$ cat src/rtl/div_clk_monitor.sv
// div_clk_monitor: health check for a divided clock that is generated as a register on clk.
// Measures the period and high time of div_in in clk cycles, declares lock after LOCK_CNT
// consecutive in-spec periods, and reports loss of lock.
//
// Ports:
//   clk         single clock; div_in is a register on this clock
//   rst         synchronous, active-high reset
//   en          monitor enable; 0 forces IDLE and clears the counters
//   div_in      divided clock under test
//   clr_err     clears err_sticky (a same-cycle set wins)
//   period_vld  1-cycle pulse: new measurement on period_out/high_out
//   period_out  last measured period, in clk cycles
//   high_out    last measured high time, in clk cycles
//   locked      1 while in LOCKED
//   err         1-cycle pulse on loss of lock
//   err_sticky  set by err, cleared by clr_err
module div_clk_monitor #(
  parameter int unsigned EXP_PERIOD = 3,
  parameter int unsigned EXP_HIGH   = 1,
  parameter int unsigned LOCK_CNT   = 4,
  parameter int unsigned CNT_W      = 8
) (
  input  logic             clk,
  input  logic             rst,
  input  logic             en,
  input  logic             div_in,
  input  logic             clr_err,
  output logic             period_vld,
  output logic [CNT_W-1:0] period_out,
  output logic [CNT_W-1:0] high_out,
  output logic             locked,
  output logic             err,
  output logic             err_sticky
);

  localparam int unsigned GoodW = $clog2(LOCK_CNT + 1);
  localparam logic [CNT_W-1:0] ExpPer     = CNT_W'(EXP_PERIOD);
  localparam logic [CNT_W-1:0] ExpHigh    = CNT_W'(EXP_HIGH);
  localparam logic [CNT_W-1:0] TimeoutVal = CNT_W'(2 * EXP_PERIOD);

  typedef enum logic [2:0] {StIdle, StWait, StAcq, StLocked, StFault} state_e;

  state_e           state_q, state_d;
  logic             d_q;
  logic [CNT_W-1:0] per_cnt_q, per_cnt_d;
  logic [CNT_W-1:0] hi_cnt_q, hi_cnt_d;
  logic [GoodW-1:0] good_cnt_q, good_cnt_d;
  logic [CNT_W-1:0] period_q, high_q;
  logic             vld_q;
  logic             sticky_q, sticky_d;
  logic             rise, good, timeout, meas;

  assign rise    = div_in & ~d_q;
  // good/timeout look at the counts accumulated up to (not including) this cycle
  assign good    = (per_cnt_q == ExpPer) && (hi_cnt_q == ExpHigh);
  assign timeout = ~rise && (per_cnt_q == TimeoutVal);

  // Period/high counters; a rise restarts both at 1 since the rise cycle is itself high.
  always_comb begin
    per_cnt_d = per_cnt_q;
    hi_cnt_d  = hi_cnt_q;
    if (!en) begin
      per_cnt_d = '0;
      hi_cnt_d  = '0;
    end else if (rise) begin
      per_cnt_d = CNT_W'(1);
      hi_cnt_d  = CNT_W'(1);
    end else begin
      if (per_cnt_q != '1) per_cnt_d = per_cnt_q + CNT_W'(1);
      if (div_in && (hi_cnt_q != '1)) hi_cnt_d = hi_cnt_q + CNT_W'(1);
    end
  end

  always_comb begin
    state_d    = state_q;
    good_cnt_d = good_cnt_q;
    meas       = 1'b0;
    if (!en) begin
      state_d    = StIdle;
      good_cnt_d = '0;
    end else begin
      unique case (state_q)
        StIdle: state_d = StWait;
        StWait: begin
          // first rise only arms the measurement
          if (rise) begin
            state_d    = StAcq;
            good_cnt_d = '0;
          end
        end
        StAcq: begin
          if (rise) begin
            meas = 1'b1;
            if (good) begin
              good_cnt_d = good_cnt_q + GoodW'(1);
              if (good_cnt_d == GoodW'(LOCK_CNT)) state_d = StLocked;
            end else begin
              good_cnt_d = '0;
            end
          end else if (timeout) begin
            state_d    = StWait;
            good_cnt_d = '0;
          end
        end
        StLocked: begin
          meas = rise;
          if ((rise && !good) || timeout) state_d = StFault;
        end
        StFault: begin
          state_d    = StWait;
          good_cnt_d = '0;
        end
        default: state_d = StIdle;
      endcase
    end
  end

  always_comb begin
    sticky_d = sticky_q;
    if (state_q == StFault) begin
      sticky_d = 1'b1;
    end else if (clr_err) begin
      sticky_d = 1'b0;
    end
  end

  always_ff @(posedge clk) begin
    if (rst) begin
      state_q    <= StIdle;
      d_q        <= 1'b0;
      per_cnt_q  <= '0;
      hi_cnt_q   <= '0;
      good_cnt_q <= '0;
      period_q   <= '0;
      high_q     <= '0;
      vld_q      <= 1'b0;
      sticky_q   <= 1'b0;
    end else begin
      state_q    <= state_d;
      d_q        <= div_in;
      per_cnt_q  <= per_cnt_d;
      hi_cnt_q   <= hi_cnt_d;
      good_cnt_q <= good_cnt_d;
      vld_q      <= meas;
      sticky_q   <= sticky_d;
      if (meas) begin
        period_q <= per_cnt_q;
        high_q   <= hi_cnt_q;
      end
    end
  end

  assign period_vld = vld_q;
  assign period_out = period_q;
  assign high_out   = high_q;
  assign locked     = (state_q == StLocked);
  assign err        = (state_q == StFault);
  assign err_sticky = sticky_q;

endmodule

$ cat config.mk
export PLATFORM = sky130hd
export DESIGN_NAME = div_clk_monitor
export DESIGN_NICKNAME = d
export VERILOG_FILES = /design/src/rtl/div_clk_monitor.sv
export SDC_FILE = /design/constraint.sdc
export NUM_CORES = 1
export LEC_CHECK = 0
export CAP_MARGIN = 20
export CORE_ASPECT_RATIO = 1.1
export CORE_MARGIN = 2
export CORE_UTILIZATION = 45
export CTS_CLUSTER_SIZE = 28
export DETAILED_ROUTE_END_ITERATION = 6
export PLACE_DENSITY = 0.67
export REMOVE_ABC_BUFFERS = 1
export SLEW_MARGIN = 20
export SYNTH_ARGS = -nofsm -noshare
export SYNTH_HDL_FRONTEND = slang
export SYNTH_SLANG_ARGS = --single-unit
export TNS_END_PERCENT = 10
$ cat constraint.sdc
create_clock -name clk -period 3.7 [get_ports clk]
set_input_delay 0.37 -clock clk [delete_from_list [all_inputs] [get_ports clk]]
set_output_delay 0.37 -clock clk [all_outputs]
set_load 0.1 [all_outputs]
# Yosys cells after proc, flatten, opt, wreduce, memory -nomap -nowiden
# Cells that the tools add are included.
# classes
addsub,3
n_eq_ne,15
mux,21
bitwise,4
n_reduce_logical,16
# ops
cell,count
3-bit two-way mux,10
8-bit by 1-bit adder with 8-bit output (second input constant),2
8-bit != test (second input constant),2
3-bit case mux with 4 select lines,1
3-bit != test (second input constant),3
3-bit case mux with 3 select lines,1
8-bit by 1-bit equality test with 1-bit output (second input constant),1
8-bit by 2-bit equality test with 1-bit output (second input constant),1
8-bit by 3-bit equality test with 1-bit output (second input constant),1
1-bit two-way mux,8
3-bit by 2-bit equality test with 1-bit output (second input constant),2
3-bit equality test (second input constant),2
2-bit nonzero test,3
5-bit AND reduction,1
1-bit logical AND,4
2-bit OR reduction,2
3-bit by 1-bit adder with 3-bit output (second input constant),1
3-bit by 1-bit equality test with 1-bit output (second input constant),1
3-bit zero test,1
1-bit inverter,3
3-bit AND reduction,1
3-bit nonzero test,1
3-bit OR reduction,1
2-bit by 1-bit != test with 1-bit output (second input constant),1
other kinds (5),5
# totals
reg_bits,41
inputBits,5
word_cells,70

# Longest topological paths before layout
# Gate-level depths: netlist (run 1).
# depth
ltp_word,7
depth_mapped,8
mapped_depth_nobuf,7

# Least setup slack after synthesis (run 1)
# Ideal clock, no wire load.
# synth_path
kind,reg2reg
from,register state_q[2]
to,register good_cnt_q[1]
setup_time_ns,0.118
arrival_time_ns,1.879
t_required_ns,3.582
path_slack_ns,1.703
stages_incl_launch_ff,8
n_path_buf,1
period_less_slack_ns,1.997
path_cell_list,dfxtp_1 -> clkbuf_2 -> inv_1 -> or3_1 -> inv_1 -> a311oi_2 -> a22oi_1 -> nor2_1
# synth_via
elab_chain_len,3
word_cells_on_any_way,8
classes_between,eq/ne: 5; mux: 1; reduce/logical: 2
# synth_rtl
item,line_no,rtl
"start, declared",43,"state_e state_q, state_d;"
"start signal, assigned",129,state_q <= StIdle;
"start signal, assigned",139,state_q <= state_d;
3-bit equality test (*),-,
named net err,32,"output logic err,"
3-bit nonzero test (no line),-,
3-bit AND reduction (no line),-,
"end signal, assigned",143,good_cnt_q <= good_cnt_d;
"end, declared",47,"logic [GoodW-1:0] good_cnt_q, good_cnt_d;"
# The timed path passes the listed nets; every way through them passes the cells marked *.
# A chain may end at the register's enable or synchronous reset.

# Worst setup path after layout (run 1)
# layout_path
from,register state_q[1]
to,output port locked
# layout_via
elab_chain_len,1
# layout_rtl
item,line_no,rtl
3-bit by 2-bit equality test with 1-bit output,156,assign locked = (state_q == StLocked);
"end, declared",31,"output logic locked,"
# Every way passes these cells.

==> results of run 1 <==
-- worst register-to-register path, delay by kind of cell (launching register included) --
family / cells / cell delay, ns
fa+ha+maj: 1 / 0.28
flops: 1 / 0.41
compound gates: 2 / 0.27
simple gates: 3 / 0.79
-- per-stage QoR --
| stage | area [µm²] | hold slack (ns) | cells |
|---|---|---|---|
| after floorplan | 1820 | 0.439 | 214 |
| after global placement | 2130 | 0.442 | 291 |
| after detailed placement | 2130 | 0.446 | 291 |
| after CTS | 2250 | 0.458 | 299 |
| after global routing | 2250 | 0.466 | 299 |
| final | 2250 | 0.455 | 299 |
-- layout by cell type, fill, tap and decap left out, types with 2 or more instances in the layout --
| cell type | synthesis | routed |
|---|---|---|
| nor3_1 | 7 | 7 |
| ha_1 | 6 | 6 |
| and3_1 | 4 | 4 |
| buf_4 | 1 | 2 |
| clkbuf_8 | 0 | 6 |
| a211oi_1 | 2 | 2 |
| nand2b_1 | 3 | 3 |
| dfxtp_1 | 41 | 41 |
| nand3_1 | 2 | 2 |
| xnor2_1 | 3 | 3 |
| a21oi_1 | 26 | 26 |
| and4_1 | 5 | 5 |
| nor2_1 | 22 | 22 |
| a31oi_1 | 2 | 2 |
| nor2b_1 | 6 | 6 |
| nor4b_1 | 2 | 2 |
| nor3b_1 | 2 | 2 |
| xor2_1 | 6 | 6 |
| clkdlybuf4s50_1 | 0 | 23 |
| inv_1 | 6 | 6 |
| nor4_1 | 3 | 3 |
| nand4_1 | 11 | 11 |
| nand2_1 | 39 | 39 |
| o21ai_0 | 3 | 3 |
-- power by group through the flow --
| stage | Combinational, mW | Clock (mW) | Sequential, mW |
|---|---|---|---|
| 2_1_floorplan | 0.0259 | 0 | 0.462 |
| 3_5_place_dp | 0.0432 | 0 | 0.462 |
| 6_report | 0.0432 | 0.372 | 0.452 |
| 3_3_place_gp | 0.0431 | 0 | 0.462 |
| 4_1_cts | 0.0436 | 0.382 | 0.452 |
| 5_1_grt | 0.0482 | 0.393 | 0.453 |
-- flip-flops by register name, indices dropped and copies added, names as in the netlist --
signal / flops
state_q: 3
hi_cnt_q: 8
good_cnt_q: 3
high_out: 8
period_vld: 1
d_q: 1
err_sticky: 1
period_out: 8
per_cnt_q: 8
-- worst max path at each step --
stage                     startpoint            end  slack (ns)  depth (start not counted)
after global routing      state_q[1]         locked        0.99                          3
after detailed placement      div_in  period_out[1]        1.24                          5
after floorplan           state_q[2]  good_cnt_q[1]        1.72                          6
after CTS                 state_q[1]         locked        1.07                          3
final                     state_q[1]         locked        1.08                          3
after global placement        div_in    high_out[2]        1.29                          5
-- metal layers --
metal	track usage [%]	part of all wire (%)
met2	26.5	47
met4	8.39	2.4
met1	21.0	48
met3	3.41	2.9
met5	0	0
-- cell type report --
| type | count | area [µm²] | area share (%) |
|---|---|---|---|
| clock buffers | 6 | 82.6 | 3.67 |
| clock inverters | 2 | 37.5 | 1.67 |
| inverters | 6 | 22.5 | 1.00 |
| multi-input cells | 167 | 975 | 43.3 |
| flip-flops and latches | 41 | 821 | 36.5 |
| well taps | 52 | 65.1 | 2.89 |
| repair buffers | 25 | 245 | 10.9 |
-- kinds of logic after synthesis --
logic type | synth area share (%)
DFF | 43.1
buffers and inverters | 5.65
xor gates and xnor gates | 4.14
and+or+nand+nor | 29.3
adders and majority gates | 3.94
AOI/OAI and AO/OA | 13.9
==> key figures, run 1 <==
Worst setup path
  – RR Startpoint: per_cnt_q[0]
  – Kind of launch point of the worst setup path: register
  – Worst Path Required: 3.33 ns
  – Crit. End Element: output pin
  – CP Class: reg2out
  – Crit-path slowest cell: clkdlybuf4s50_1
  – Max stage delay on crit path: 1.13 ns
  – Reg2reg setup slack: 1.84 ns
  – Critical Path Fanout Max: 12
  – CP cell instances: nand3b_1 -> inv_1 -> clkdlybuf4s50_1
  – WP buf/inv: 2
  – Top delay family on crit path: buffers and inverters
  – FF-to-FF End: state_q[1]
  – Reg2Reg Depth: 6
  – Critical Path AT: 2.25 ns

Global routing
  – Vias in the first global route: 1375
  – GRT Overall Usage: 16.5%
  – Largest net degree at the start of global routing: 22
  – Initial antenna violation count: 0
  – First-pass GRT wire length: 6110 µm
  – Grt total ovfl: 0

Power
  – Power Density: 386 mW/mm²
  – Logic pwr share: 5.0%
  – Switching Share: 21.3%
  – Design Power: 0.867 mW
  – Psw: 0.185 mW
  – P_int: 0.682 mW
  – Sequential share of power: 52.1%
  – Leakage: 0.779 nW
  – Clock network fraction of design power: 42.9%
  – Peak VDD IR: 243 µV

Timing
  – Setup ws final: 1.08 ns
  – Fmax: 382 MHz
  – Worst slew margin: 34.6%
  – Slew Limit Fails: 0
  – Final setup violation count: 0
  – RSZ-0062 raised after global routing: false
  – Slew of the pin with the lowest slew margin: 0.977 ns
  – Minimum clock period: 2.62 ns
  – Fin crit share: 70.8%
  – Final Hold Viols: 0
  – Setup TNS: 0 ns
  – Clk_skew: 0.00579 ns

CTS
  – Clk slew on worst S/H paths: 0.08 ns
  – CTS Hold Buffers Added: 0
  – Clk_lat worst skew: 0.29 ns
  – CTS max path bufs: 2
  – Clock root buffer: clkbuf_8
  – H-Tree Depth: 2
  – Post-cts repair resize count: 0
  – TritonCTS clock tree: yes
  – CTS buffer count: 5
  – Clock Sinks: 41
  – Post-CTS setup buffer count: 0

Logic synthesis
  – Synth area leader: dfxtp_1
  – Sequential share of the synthesized area: 43.1%
  – Primary FF master, synth: dfxtp_1
  – Register bit count reported by yosys: 41
  – YS warnings: 0
  – Count leader, synth: dfxtp_1
  – Asr flop ratio synth: 0%
  – Number of synthesized flops with an enable pin: 0
  – Post-synth top cells: dfxtp_1 (41), nand2_1 (39), a21oi_1 (26)
  – Share of the synthesized area in the top cell type: 43.1%
  – Syn avg cell area: 8.31 µm²
  – Cell count after synthesis: 229
  – Post-Syn Area: 0.00190 mm²
  – Area contributors post-synth: dfxtp_1 (43%), nand2_1 (7.7%), a21oi_1 (6.8%), nor2_1 (4.3%), ha_1 (3.9%)
  – Synth cell types: 39

Routing
  – Via count: 1603
  – Drt initial violations: 47
  – Antenna viol nets, final: 0
  – Final WL: 3690 µm
  – Routed wire per std cell: 12.3 µm
  – Initial DRT Pass Iterations: 4
  – DR vias/cell: 5.36
  – DRC: 0

Hold path
  – Hold path start: period_out[5]
  – Hold Crit Class: reg2reg
  – Hold depth: 2
  – Hold Path End: period_out[5]

Cells and area
  – Util after Layout: 55.9%
  – Fraction of layout cells with a size suffix above 1: 5.67%
  – Fill count: 404
  – Area Overhead vs Synth: 18.1%
  – Antenna cells: 0
  – Layout Nets: 257

Die
  – Die ar.: 0.00477 mm²
  – Width of the chip: 66.0 µm
  – Core Region: 0.00402 mm²
  – I/O pins: 25
  – FP Rows: 24
  – Die H: 72.2 µm
  – Starting Density: 47.3%

Run status
  – Status: finished clean

Placed design
  – Routability cong.: 0.899
  – Detailed placement HPWL: 2560 µm
  – PortBufs: 24
  – Pre-CTS setup slack: 1.24 ns

Run
  – Max-cap violation count: 0
(Power assumes the default switching activity.)
==> inputs of run 2 (changes only) <==
Settings changed: PLACE_DENSITY 0.67 to 0.7.
Clock period 3.7 ns to 2.14 ns, I/O delays scaled along.
==> key figures, run 2 (same netlist as run 1, synthesis figures left out) <==
Run status
  – Status: finished clean

Global routing
  – GRT Overall Usage: 18.6%
  – Grt peak-use layer: met2
  – Grt total ovfl: 0
  – First-pass GRT wire length: 6840 µm
  – Routing usage on met3: 5.27%
  – Largest net degree at the start of global routing: 20
  – Met1 GRT Util: 24.0%
  – Vias in the first global route: 1544
  – Met2 usage: 29.3%
  – Initial antenna violation count: 0

Power
  – Peak VDD IR: 392 µV
  – Psw: 0.315 mW
  – Switching Share: 21.0%
  – P_int: 1.18 mW
  – Leakage: 0.849 nW
  – Clock network fraction of design power: 42.5%
  – Power Density: 664 mW/mm²
  – Sequential share of power: 52.1%
  – Logic pwr share: 5.4%

CTS
  – CTS max path bufs: 2
  – Post-cts repair resize count: 0
  – Clock root buffer: clkbuf_8
  – Clk slew on worst S/H paths: 0.07 ns
  – Clk_lat worst skew: 0.29 ns
  – Clock Sinks: 41
  – CTS buffer count: 5
  – H-Tree Depth: 2
  – Post-CTS setup buffer count: 0
  – TritonCTS clock tree: yes
  – CTS Hold Buffers Added: 0

Timing
  – Clk_skew: 0.0102 ns
  – Fmax: 540 MHz
  – Fin crit share: 86.6%
  – Setup TNS: 0 ns
  – Slew of the pin with the lowest slew margin: 0.493 ns
  – RSZ-0062 raised after global routing: false
  – Minimum clock period: 1.85 ns
  – Final setup violation count: 0
  – Worst slew margin: 67.1%
  – Final Hold Viols: 0
  – Worst Hold Margin: 0.455 ns
  – Slew Limit Fails: 0

Routing
  – Drt initial violations: 52
  – Antenna viol nets, final: 0
  – Routed wire per std cell: 12.9 µm
  – DRC: 0
  – Final WL: 3930 µm
  – DR vias/cell: 5.34
  – Initial DRT Pass Iterations: 4
  – Via count: 1622

Cells and area
  – Most common cell after layout, fill and taps aside: dfxtp_1
  – Antenna cells: 0
  – Fill count: 394
  – Layout Nets: 262
  – Commonest non-fill, non-tap cells in the layout: dfxtp_1 (41), nand2_1 (39), a21oi_1 (26)
  – Layout Cells excl Fill: 304
  – Fraction of layout cells with a size suffix above 1: 14.7%
  – Area Overhead vs Synth: 18.7%

Die
  – FP Rows: 24
  – Starting Density: 47.3%
  – Die ar.: 0.00477 mm²
  – Die H: 72.2 µm
  – I/O pins: 25
  – Width of the chip: 66.0 µm
  – Core Region: 0.00402 mm²

Placed design
  – Placed Cells: 296
  – Routability cong.: 0.840
  – Detailed placement HPWL: 2820 µm
  – PortBufs: 24

Worst setup path
  – Critical Path AT: 1.64 ns
  – Reg2Reg Depth: 6
  – Worst Path Required: 1.93 ns
  – FF-to-FF End: good_cnt_q[2]
  – CP Class: reg2out
  – Critical Path Fanout Max: 8
  – RR Startpoint: per_cnt_q[0]
  – Kind of launch point of the worst setup path: register
  – Crit. End Element: output pin
  – Reg2reg setup slack: 0.40 ns

Hold path
  – Hold Path End: period_out[7]
  – Hold path start: period_out[7]
  – Hold Crit Class: reg2reg
  – Hold depth: 2

Run
  – Max-cap violation count: 0
## run 2: stage by stage
step | total power [mW] | worst slack [ns] | area (µm²) | utilization (%)
floorplan | 0.844 | 0.161 | 1820 | -
global placement | 0.879 | 0.384 | 2140 | 53.3
detailed placement | 0.880 | 0.358 | 2140 | 53.3
CTS | 1.52 | 0.284 | 2260 | 56.2
global route | 1.56 | 0.175 | 2260 | 56.2
finish | 1.50 | 0.287 | 2260 | 56.2
## run 2: layout make-up
class | count | area (µm²) | share of cell area, %
timing repair buffer | 30 | 260 | 11.5
clock inverter | 1 | 30.0 | 1.33
sequential | 41 | 821 | 36.3
inverter | 6 | 22.5 | 0.997
multi-input combinational | 167 | 975 | 43.1
tap | 52 | 65.1 | 2.88
clock buffer | 7 | 86.3 | 3.82
## run 2: power by group through the flow
stage	registers (mW)	clock network (mW)	logic (mW)
finish	0.782	0.637	0.0809
CTS	0.781	0.653	0.0812
floorplan	0.799	0	0.0448
global placement	0.799	0	0.0805
global route	0.783	0.686	0.0901
detailed placement	0.800	0	0.0808
## run 2: critical path, cell delays in order (launching register included)
cell	delay (ns)
dfxtp_1	0.46
inv_1	0.14
or3_1	0.40
inv_1	0.16
buf_12	0.19
## run 2: worst max-delay path by stage
stage,startpoint,endpoint,slack [ns],cells after the start
3_3_place_gp,div_in,state_q[0],0.38,6
4_1_cts,state_q[2],err,0.28,4
2_1_floorplan,state_q[2],good_cnt_q[1],0.16,6
6_report,state_q[2],err,0.29,4
3_5_place_dp,div_in,good_cnt_q[1],0.36,7
5_1_grt,per_cnt_q[0],state_q[0],0.17,6
## run 2: routing by layer
layer	vias up	part of all wire, %
li1	840	-
met1	742	48
met2	33	47
met3	7	3.9
met4	0	1.7
met5	-	0
